**src/rtl/instr_fetch_dispatch_if.sv**
```systemverilog
// Bundle between the fetch/dispatch stage and its environment.
// master = dispatcher side, slave = program memory / execution FSMs / control.
interface instr_fetch_dispatch_if #(
    parameter int unsigned IW = 16
);
    logic          run;
    logic          step;
    logic [IW-1:0] mem_data;
    logic          mem_valid;
    logic          mem_req;
    logic [IW-1:0] fullBitNum;
    logic          done_in;
    logic          pc_inc_nop;
    logic [15:0]   instr_count;
    logic          timeout_err;
    logic          halted;

    modport master (
        input  run, step, mem_data, mem_valid, done_in,
        output mem_req, fullBitNum, pc_inc_nop, instr_count, timeout_err, halted
    );

    modport slave (
        output run, step, mem_data, mem_valid, done_in,
        input  mem_req, fullBitNum, pc_inc_nop, instr_count, timeout_err, halted
    );
endinterface

```
**src/rtl/instr_fetch_dispatch.sv**
```systemverilog
// Instruction fetch/dispatch stage feeding the per-opcode execution FSMs.
// Optional SINGLE_STEP_EN: after each bubble, wait for a rising edge of step before fetching.
module instr_fetch_dispatch #(
    parameter int unsigned IW      = 16,
    parameter int unsigned TIMEOUT = 32,
    parameter logic [3:0]  HALT_OP = 4'b1111
) (
    input  logic                  clk,
    input  logic                  rst,
    instr_fetch_dispatch_if.master bus
);

    typedef enum logic [2:0] {
        ST_IDLE,
        ST_FETCH,
        ST_EXEC,
        ST_NOPX,
        ST_BUBBLE,
        ST_HALT,
        ST_STEP
    } state_t;

    localparam logic [7:0] TMO_LAST = 8'(TIMEOUT - 1);

    state_t        state_q, state_d;
    logic [IW-1:0] ir_q, ir_d;
    logic [IW-1:0] fbn_q, fbn_d;
    logic [7:0]    tmo_q, tmo_d;
    logic [15:0]   cnt_q, cnt_d;
    logic          mem_req_q, mem_req_d;
    logic          nop_q, nop_d;
    logic          terr_q, terr_d;
    logic          halt_q, halt_d;
    logic [3:0]    opcode;

    assign opcode = bus.mem_data[IW-1 -: 4];

`ifdef SINGLE_STEP_EN
    logic step_q;
    logic step_rise;

    assign step_rise = bus.step & ~step_q;

    always_ff @(posedge clk or negedge rst) begin
        if (!rst) begin
            step_q <= 1'b0;
        end else begin
            step_q <= bus.step;
        end
    end
`else
    logic step_unused;

    assign step_unused = bus.step;
`endif

    always_comb begin
        state_d = state_q;
        ir_d    = ir_q;
        tmo_d   = tmo_q;
        cnt_d   = cnt_q;
        terr_d  = terr_q;

        case (state_q)
            ST_IDLE: begin
                if (bus.run) begin
                    state_d = ST_FETCH;
                end
            end

            ST_FETCH: begin
                // A fetch already requested is always completed; run=0 only drops its result.
                if (bus.mem_valid) begin
                    if (!bus.run) begin
                        state_d = ST_IDLE;
                        ir_d    = '0;
                    end else begin
                        ir_d = bus.mem_data;
                        if (opcode == 4'b0000) begin
                            state_d = ST_NOPX;
                            cnt_d   = cnt_q + 16'd1;
                        end else if (opcode == HALT_OP) begin
                            state_d = ST_HALT;
                            cnt_d   = cnt_q + 16'd1;
                        end else begin
                            state_d = ST_EXEC;
                        end
                    end
                end
            end

            ST_EXEC: begin
                tmo_d = tmo_q + 8'd1;
                if (bus.done_in) begin
                    state_d = ST_BUBBLE;
                    cnt_d   = cnt_q + 16'd1;
                end else if (tmo_q == TMO_LAST) begin
                    state_d = ST_BUBBLE;
                    terr_d  = 1'b1;
                end
            end

            ST_NOPX: begin
                state_d = ST_BUBBLE;
            end

            ST_BUBBLE: begin
                tmo_d = '0;
`ifdef SINGLE_STEP_EN
                if (!bus.run) begin
                    state_d = ST_IDLE;
                end else if (step_rise) begin
                    state_d = ST_FETCH;
                end else begin
                    state_d = ST_STEP;
                end
`else
                state_d = bus.run ? ST_FETCH : ST_IDLE;
`endif
            end

`ifdef SINGLE_STEP_EN
            ST_STEP: begin
                if (!bus.run) begin
                    state_d = ST_IDLE;
                end else if (step_rise) begin
                    state_d = ST_FETCH;
                end
            end
`endif

            ST_HALT: begin
                state_d = ST_HALT;
            end

            default: begin
                state_d = ST_IDLE;
            end
        endcase
    end

    // Outputs are registered from the next state, so each one is aligned with the state it describes.
    always_comb begin
        mem_req_d = (state_d == ST_FETCH);
        nop_d     = (state_d == ST_NOPX);
        halt_d    = (state_d == ST_HALT);
        fbn_d     = (state_d == ST_EXEC) ? ir_d : '0;
    end

    always_ff @(posedge clk or negedge rst) begin
        if (!rst) begin
            state_q   <= ST_IDLE;
            ir_q      <= '0;
            fbn_q     <= '0;
            tmo_q     <= '0;
            cnt_q     <= '0;
            mem_req_q <= 1'b0;
            nop_q     <= 1'b0;
            terr_q    <= 1'b0;
            halt_q    <= 1'b0;
        end else begin
            state_q   <= state_d;
            ir_q      <= ir_d;
            fbn_q     <= fbn_d;
            tmo_q     <= tmo_d;
            cnt_q     <= cnt_d;
            mem_req_q <= mem_req_d;
            nop_q     <= nop_d;
            terr_q    <= terr_d;
            halt_q    <= halt_d;
        end
    end

    assign bus.mem_req     = mem_req_q;
    assign bus.fullBitNum  = fbn_q;
    assign bus.pc_inc_nop  = nop_q;
    assign bus.instr_count = cnt_q;
    assign bus.timeout_err = terr_q;
    assign bus.halted      = halt_q;

endmodule

```
**src/flat_wrapper.sv**
```systemverilog
// flat-port wrapper written by rule: the top's interface ports become plain ports
module instr_fetch_dispatch_flat 
#(
    parameter int unsigned IW      = 16,
    parameter int unsigned TIMEOUT = 32,
    parameter logic [3:0]  HALT_OP = 4'b1111
)
  (clk, rst, bus_run, bus_step, bus_mem_data, bus_mem_valid, bus_done_in, bus_mem_req, bus_fullBitNum, bus_pc_inc_nop, bus_instr_count, bus_timeout_err, bus_halted);
  instr_fetch_dispatch_if #(.IW(IW)) bus_i ();
  input  logic clk;
  input  logic rst;
  input wire logic [$bits(bus_i.run)-1:0] bus_run;
  input wire logic [$bits(bus_i.step)-1:0] bus_step;
  input wire logic [$bits(bus_i.mem_data)-1:0] bus_mem_data;
  input wire logic [$bits(bus_i.mem_valid)-1:0] bus_mem_valid;
  input wire logic [$bits(bus_i.done_in)-1:0] bus_done_in;
  output wire logic [$bits(bus_i.mem_req)-1:0] bus_mem_req;
  output wire logic [$bits(bus_i.fullBitNum)-1:0] bus_fullBitNum;
  output wire logic [$bits(bus_i.pc_inc_nop)-1:0] bus_pc_inc_nop;
  output wire logic [$bits(bus_i.instr_count)-1:0] bus_instr_count;
  output wire logic [$bits(bus_i.timeout_err)-1:0] bus_timeout_err;
  output wire logic [$bits(bus_i.halted)-1:0] bus_halted;
  assign bus_i.run = bus_run;
  assign bus_i.step = bus_step;
  assign bus_i.mem_data = bus_mem_data;
  assign bus_i.mem_valid = bus_mem_valid;
  assign bus_i.done_in = bus_done_in;
  assign bus_mem_req = bus_i.mem_req;
  assign bus_fullBitNum = bus_i.fullBitNum;
  assign bus_pc_inc_nop = bus_i.pc_inc_nop;
  assign bus_instr_count = bus_i.instr_count;
  assign bus_timeout_err = bus_i.timeout_err;
  assign bus_halted = bus_i.halted;
  instr_fetch_dispatch #(.IW(IW), .TIMEOUT(TIMEOUT), .HALT_OP(HALT_OP)) u_core (.clk(clk), .rst(rst), .bus(bus_i));
endmodule
```
**config.mk**
```make
export PLATFORM = sky130hd
export DESIGN_NAME = instr_fetch_dispatch_flat
export DESIGN_NICKNAME = d
export VERILOG_FILES = /design/src/rtl/instr_fetch_dispatch_if.sv /design/src/rtl/instr_fetch_dispatch.sv /design/src/flat_wrapper.sv
export SDC_FILE = /design/constraint.sdc
export NUM_CORES = 1
export LEC_CHECK = 0
export CORE_MARGIN = 5
export CORE_UTILIZATION = 51
export DETAILED_ROUTE_END_ITERATION = 6
export GPL_ROUTABILITY_DRIVEN = 0
export PLACE_DENSITY = 0.85
export SLEW_MARGIN = 20
export SYNTH_ARGS = -nofsm -noshare
export SYNTH_HDL_FRONTEND = slang
export SYNTH_SLANG_ARGS = --single-unit
```
**constraint.sdc**
```tcl
create_clock -name clk -period 2.1 [get_ports clk]
set_input_delay 0.21 -clock clk [delete_from_list [all_inputs] [get_ports clk]]
set_output_delay 0.21 -clock clk [all_outputs]
set_load 0.005 [all_outputs]
```
# Yosys cells after proc, flatten, opt, wreduce, memory -nomap -nowiden
# Cells that the tools add are included.
# word_totals
output_inout_bits	36
ff_bits	63
in_bits	22
# classes
addsub	2
n_bitwise	1
reduce_logical	6
n_eq_ne	15
muxes	20
# op_table
cell	n
$mux W16	9
$pmux W16 S2	1
$mux W3	7
$pmux W3 S6	1
$add A16 B1 Y16 const B	1
$pmux W8 S2	1
$eq A3 B2 Y1 const B	4
$eq A3 B3 Y1 const B	3
$add A8 B1 Y8 const B	1
$eq A8 B5 Y1 const B	1
$eq A3 B1 Y1 const B	2
$ne A2 B2 Y1 const B	3
$reduce_and A5 Y1	1
$eq A4 B4 Y1 const B	1
$logic_not A4 Y1	1
$reduce_bool A2 Y1	2
$logic_not A3 Y1	1
$ne A3 B1 Y1 const B	1
$reduce_and A3 Y1	1
$mux W1	1
$not A1 Y1	1

# Logic depth before layout (Yosys ltp)
# Gate-level depths: netlist (run 1).
# depth
depth_word	8
depth_mapped	7
mapped_depth_nobuf	5

# Worst setup path after synthesis (run 1)
# No wires, ideal clock.
# synth_path
path_type	reg2reg
from	reg u_core.tmo_q[0]
to	reg u_core.fbn_q[10], in the netlist u_core.bus.fullBitNum[10]
path_stages_with_launch	8
n_path_buf	2
t_arrival_ns	1.734
period_less_slack_ns	1.814
setup_time_ns	0.080
setup_slack_ns	0.286
path_cell_list	dfrtp_1 -> ha_1 -> and3_4 -> and4b_4 -> o41a_1 -> buf_6 -> buf_8 -> nor3b_2
# synth_via
elab_chain_cells	6
# synth_rtl
item	line_no	text
start, declared	instr_fetch_dispatch.sv:28	logic [7:0] tmo_q, tmo_d;
start signal, assigned	instr_fetch_dispatch.sv:165	tmo_q <= tmo_d;
$eq A8 B5 Y1	instr_fetch_dispatch.sv:97	end else if (tmo_q == TMO_LAST) begin
$mux W3	instr_fetch_dispatch.sv:97	
$mux W3	instr_fetch_dispatch.sv:94	if (bus.done_in) begin
$pmux W3 S6	instr_fetch_dispatch.sv:64	case (state_q)
$eq A3 B2 Y1	instr_fetch_dispatch.sv:147	fbn_d = (state_d == ST_EXEC) ? ir_d : '0;
$mux W16	instr_fetch_dispatch.sv:147	
via u_core.fbn_d[10]	instr_fetch_dispatch.sv:27	logic [IW-1:0] fbn_q, fbn_d;
end signal, assigned	instr_fetch_dispatch.sv:164	fbn_q <= fbn_d;
end, declared	instr_fetch_dispatch.sv:27	
# The timed path passes the listed nets, and every way through them passes these cells.
# A chain may end at the register's enable or synchronous reset.

# Final worst setup path (run 1)
# layout_path
from	reg u_core.tmo_q[0]
to	reg u_core.fbn_q[3], in the netlist u_core.bus.fullBitNum[3]
# Same word-level chain as after synthesis.

==> impl_metrics.tcl, run 1 <==
set metrics [dict create \
    status "completed" \
    post_cts_buffers 0 \
    synth_area_leader_cell "dfrtp_1" \
    r2r_cells 6 \
    synth_top_area_share_pct 55.7 \
    rsz0062_at_grt "false" \
    worstPathCellList "ha_1, and3_4, and4b_4, o41a_1, buf_12, nor3b_1" \
    synth.distinct_cells 49 \
    die_w_microns 84.5 \
    final-seq-area_sq_um 1580 \
    die_h_microns 84.5 \
    fin_area_sq_um 3660 \
    rr_startpoint "u_core.tmo_q[0]" \
    htreeDepth 3 \
    initial_core_util_pct 52.0 \
    grt_max_degree 42 \
    postSynthCellCount 244 \
    cp_max_fo 13 \
    cts_tree "yes" \
    grt_pass1_wl_mm 10.2 \
    drt-total-wl_mm 5.85 \
    synth_top_family_by_area "simple AND/OR/NAND/NOR gates" \
    clock_skew_ps 8.84 \
    drtIter0Drc 94 \
    ys_warn_count 0 \
    wl_per_cell_microns 15.1 \
    core.rowCount 27 \
    die_area_sq_um 7140 \
    cts_sinks 63 \
    postSynthAreaPerCell_sq_um 11.6 \
    synthXorXnorAreaFrac_pct 4.95 \
    start_kind "flip-flop" \
    finalSetupViolCount 0 \
    ios 58 \
    hold_class "input pin to asynchronous set/reset pin" \
    cpPeakStageDelay_ps 440 \
    cts_buffer_depth 2 \
    cts-root-buf "clkbuf_8" \
    worst-slew-pin-transition_ps 826 \
    max-vdd-ir-drop_mv 0.604 \
    synth.cell_area_sq_um 2830 \
    cts_resized 0 \
    muxShareOfSynthArea_pct 1.46 \
    cts-buffers-inserted 9 \
    drive_gt1_share_pct 15.9 \
    routed_via_density 5.39 \
    critPathKind "flip-flop to flip-flop" \
    dr.pass1.iters 4 \
    crit_family "simple AND/OR/NAND/NOR gates" \
    fillCellCount 423 \
    grt-ovfl-total 0 \
    slowest_stage "o41a_1" \
    placed_cell_area_sq_um 3480 \
    final_common_cell "dfrtp_1" \
    nets 334 \
    slew_headroom_pct 44.9 \
    synth_async_sr_flop_share_pct 100 \
    insertion_delay_ps 340 \
    via_count 2085 \
    ys_seq_elements 63 \
    drc 0 \
    end_kind "flip-flop" \
    synth-seq-area-share_pct 55.7 \
    max_freq_mhz 509 \
    core_area_sq_um 5440 \
    drv_cap 0 \
    synth_edf_count 0 \
    drv_slew 0 \
    crit_required_ps 2350 \
    multiInputGateArea_sq_um 1100 \
    final_cell_mix "dfrtp_1 (63), clkdlybuf4s50_1 (55), nand3_1 (22), nand2_1 (19), inv_1 (17)" \
    synth_simple_gate_area_share_pct 24.7 \
    synthAdderAreaFrac_pct 0.885 \
    synth_compound_area_share_pct 6.94 \
    hold_viol_final 0 \
    syn_nets 268 \
    period_share_pct 93.6 \
    r2r_slack_ps 130 \
    synth_area_leaders "dfrtp_1 (56%), xor2_1 (4.6%), nand3_1 (3.9%)" \
    finalCriticalPeriod_ps 1970 \
    r2r_end "u_core.bus.fullBitNum[3]" \
    fin_util_pct 67.3 \
    path_clk_slew_ps 70 \
    antenna_found_initial 0 \
    powerDensity_nw_per_um2 953 \
    syn_to_final_growth_pct 29.5 \
    portBuffers 56 \
    drt.antenna.violating_nets 0 \
    grt_pass1_vias 2153 \
    grtUsageTotal_pct 17.9 \
    cp.arrival_ps 2220 \
    leakage_nw 1.67 \
    dp_hpwl_mm 4.17 \
    whs_ps 368 \
    n_antenna_cell 0 \
    crit_buf_inv 1 \
    synthFlopType "dfrtp_1" \
]
metal layers:
metal | track usage (%) | vias to the layer above | part of all wire, % | wire [microns]
met4 | 6.47 | 0 | 1.9 | 114
met1 | 23.3 | 1019 | 45 | 2610
met3 | 5.89 | 12 | 6.8 | 398
met2 | 27.8 | 74 | 47 | 2730
met5 | 0 | - | 0 | 0
li1 | - | 980 | - | -
flip-flops by register name (all words and copies together), names as in the netlist:
signal	count
u_core.bus.fullBitNum	16
u_core.bus.instr_count	16
u_core.ir_q	16
u_core.tmo_q	8
u_core.state_q	3
u_core.bus.halted	1
u_core.bus.mem_req	1
u_core.bus.pc_inc_nop	1
u_core.bus.timeout_err	1
worst max-delay path by stage:
stage,slack (ps),end,start,cells past startpoint
after floorplan,290,u_core.bus.fullBitNum[10],u_core.tmo_q[0],7
after global placement,-60,u_core.bus.mem_req,bus_mem_data[14],5
after detailed placement,-100,u_core.bus.mem_req,bus_mem_data[12],5
after CTS,60,u_core.bus.fullBitNum[3],u_core.tmo_q[0],6
after global routing,30,u_core.bus.fullBitNum[4],u_core.tmo_q[0],6
final,130,u_core.bus.fullBitNum[3],u_core.tmo_q[0],6
cell type report:
cell class | count | area share, %
repair buffers | 66 | 18.0
clock buffers | 9 | 3.38
flip-flops and latches | 63 | 43.0
well taps | 72 | 2.46
clock inverters | 7 | 1.30
multi-input cells | 153 | 30.1
inverters | 17 | 1.74
kinds of logic after synthesis:
logic type | after synthesis
AO/OA/AOI/OAI | 30
flip-flops | 63
XOR/XNOR | 16
adder cells (fa/ha/maj) | 2
AND/OR/NAND/NOR | 101
multiplexers | 4
buffers and inverters | 28
stage by stage:
step / std cells / worst slack (ps) / TNS (ps) / total power [mW]
after floorplan: 244 / 286 / 0 / 2.22
after global placement: 370 / -56.7 / -86.4 / 2.54
after detailed placement: 370 / -98.8 / -390 / 2.60
after CTS: 387 / 59.2 / 0 / 3.52
after global routing: 387 / 27.3 / 0 / 3.71
final: 387 / 134 / 0 / 3.49
worst reg2reg max path, stage by stage (launching register included):
cell     delay [ps]
dfrtp_1         410
ha_1            220
and3_4          200
and4b_4         190
o41a_1          440
buf_12          210
nor3b_1         200
power breakdown:
group,switching (mW),internal [mW]
registers,0.178,1.44
clock network,0.495,0.427
logic,0.498,0.455
synthesized netlist by cell type, types with 2 or more instances:
cell type,number
o21ai_1,5
o21ai_0,13
nand4_1,3
buf_6,4
a21oi_1,4
nand3_1,22
nor3_2,2
nor3b_2,6
nand2_1,19
nand2b_1,2
nor3_1,4
buf_1,2
inv_1,17
nand3b_1,2
ha_1,2
and3_1,2
nor4_1,3
and4_1,3
nor2_1,5
mux2i_1,3
xor2_1,15
dfrtp_1,63
o31ai_1,2
buf_2,3
nor3b_1,9
nor4_2,6
what timing repair did:
action | CTS | global route
hold buffers | 1 | 0
hold endpoints to repair | 22 | 0
setup endpoints to repair | 0 | 2
No activity file was read; power rests on OpenSTA's default activity.
==> inputs of run 2 (changes only) <==
- GPL_TIMING_DRIVEN: not set -> 0
==> run 2 against run 1 <==
  * Via count is 0.58% lower
  * Register-to-register slack barely moved
  * Worst hold slack lost 11 ps
  * Worst setup slack gained 6.9 ps
  * Critical path depth increased by 1
  * Global-route usage up 0.69 points
==> impl_metrics.tcl, run 2 (synthesis gave the netlist of run 1 again) <==
set metrics [dict create \
    status "completed" \
    grt_pass1_wl_mm 10.6 \
    switching_share_pct 30.3 \
    core_area_sq_um 5440 \
    cts-root-buf "clkbuf_8" \
    max_freq_mhz 511 \
    drv_cap 0 \
    rsz0062_at_grt "false" \
    r2r_cells 7 \
    final_common_cell "dfrtp_1" \
    cp.arrival_ps 2220 \
    grt_max_degree 33 \
    grt-ovfl-total 0 \
    drtIter0Drc 68 \
    die_area_sq_um 7140 \
    cp_max_fo 10 \
    cts-buffers-inserted 9 \
    worst-slew-pin-transition_ps 678 \
    n_antenna_cell 0 \
    grtUsageTotal_pct 18.5 \
    core.rowCount 27 \
    period_share_pct 93.3 \
    r2r_slack_ps 140 \
    fin_util_pct 68.4 \
    hold_class "input pin to asynchronous set/reset pin" \
    wl_per_cell_microns 15.1 \
    grt_pass1_vias 2281 \
    slew_headroom_pct 54.7 \
    cts_sinks 63 \
    crit_required_ps 2360 \
    final_cell_mix "dfrtp_1 (63), clkdlybuf4s50_1 (55), nand3_1 (22), nand2_1 (19), inv_1 (17)" \
    nets 337 \
    path_clk_slew_ps 70 \
    rr_startpoint "u_core.tmo_q[0]" \
    leakage_nw 1.70 \
    placed_cell_area_sq_um 3500 \
    drv_slew 0 \
    clock_skew_ps 6.39 \
    initial_core_util_pct 52.0 \
    start_kind "flip-flop" \
    die_w_microns 84.5 \
    clockPowerShare_pct 30.5 \
    cts_buffer_depth 2 \
    hold_viol_final 0 \
    die_h_microns 84.5 \
    max-vdd-ir-drop_mv 0.560 \
    ios 58 \
    insertion_delay_ps 330 \
    dp_hpwl_mm 4.26 \
    portBuffers 56 \
    finalSetupViolCount 0 \
    cellInternalPower_mw 2.61 \
    drt.antenna.violating_nets 0 \
    p_comb_share_pct 27.2 \
    finalPower_mw 3.75 \
    drt-total-wl_mm 5.89 \
    cts_tree "yes" \
    end_kind "flip-flop" \
    critPathKind "flip-flop to flip-flop" \
    finalCriticalPeriod_ps 1960 \
    fin_area_sq_um 3720 \
    dr.pass1.iters 4 \
    htreeDepth 3 \
    r2r_end "u_core.bus.fullBitNum[10]" \
    syn_to_final_growth_pct 31.5 \
    drive_gt1_share_pct 14.8 \
    drc 0 \
    seqPwrFrac_pct 42.3 \
    p_sw_mw 1.13 \
    powerDensity_nw_per_um2 1010 \
    antenna_found_initial 0 \
    via_count 2073 \
    routed_via_density 5.33 \
]
run 2: cell types whose count changed in the layout (fill, tap and decap cells not counted), sizes merged:
cell and change:
clkbuf +4, clkinv -4, buf +2, bufinv +2, clkinvlp -1, inv -1
run 2: final cells by class:
| cell class | count | area [sq um] |
|---|---|---|
| Timing Repair Buffer | 58 | 588 |
| Tap cell | 72 | 90.1 |
| Sequential cell | 63 | 1580 |
| Buffer | 11 | 86.3 |
| Clock inverter | 3 | 67.6 |
| Fill cell | 420 | 1720 |
| Multi-Input combinational cell | 153 | 1100 |
| Clock buffer | 12 | 145 |
| Inverter | 17 | 63.8 |
run 2: worst max path at each step:
stage | startpoint | to | slack, ps | depth (start not counted)
floorplan | u_core.tmo_q[0] | u_core.bus.fullBitNum[10] | 290 | 7
global placement | rst | u_core.bus.fullBitNum[9] | -1160 | 1
detailed placement | bus_mem_data[13] | u_core.bus.fullBitNum[5] | -110 | 6
CTS | u_core.tmo_q[0] | u_core.bus.fullBitNum[11] | 120 | 7
global route | u_core.tmo_q[0] | u_core.bus.fullBitNum[9] | 60 | 7
finish | u_core.tmo_q[0] | u_core.bus.fullBitNum[10] | 140 | 7
run 2: power groups by stage:
| stage | clock (mW) | combinational [mW] | sequential, mW |
|---|---|---|---|
| final | 1.14 | 1.02 | 1.59 |
| after global routing | 1.23 | 1.13 | 1.62 |
| after CTS | 1.17 | 1.03 | 1.59 |
| after detailed placement | 0 | 1.02 | 1.61 |
| after global placement | 0 | 0.983 | 1.59 |
| after floorplan | 0 | 0.639 | 1.58 |
run 2: metal layers:
metal  track usage, %  share of wire, %  vias up
met5                0                 0        -
met4             8.35               2.2        0
met3             6.28               6.9       13
met2             29.1                49       58
met1             23.3                42     1010
li1                 -                 -      992
run 2: through the flow:
stage | hold WS (ps) | TNS (ps) | worst slack [ps] | instances
final | 356 | 0 | 141 | 389
after global routing | 383 | 0 | 62.5 | 389
after CTS | 362 | 0 | 122 | 389
after detailed placement | 178 | -847 | -108 | 373
after global placement | 444 | -72780 | -1160 | 372
after floorplan | -85.6 | 0 | 286 | 244
run 2: timing repair:
action	4_1_cts	5_1_grt
gates resized for setup	0	0
setup buffers	0	0
hold buffers	1	0
endpoints found under the hold margin	31	0
run 2: critical path, stage by stage, from the launching register on:
cell and delay (ps):
dfrtp_1 420, ha_1 230, and3_4 190, and4b_4 190, o41a_1 380, buf_6 150, buf_8 140, nor3b_2 170
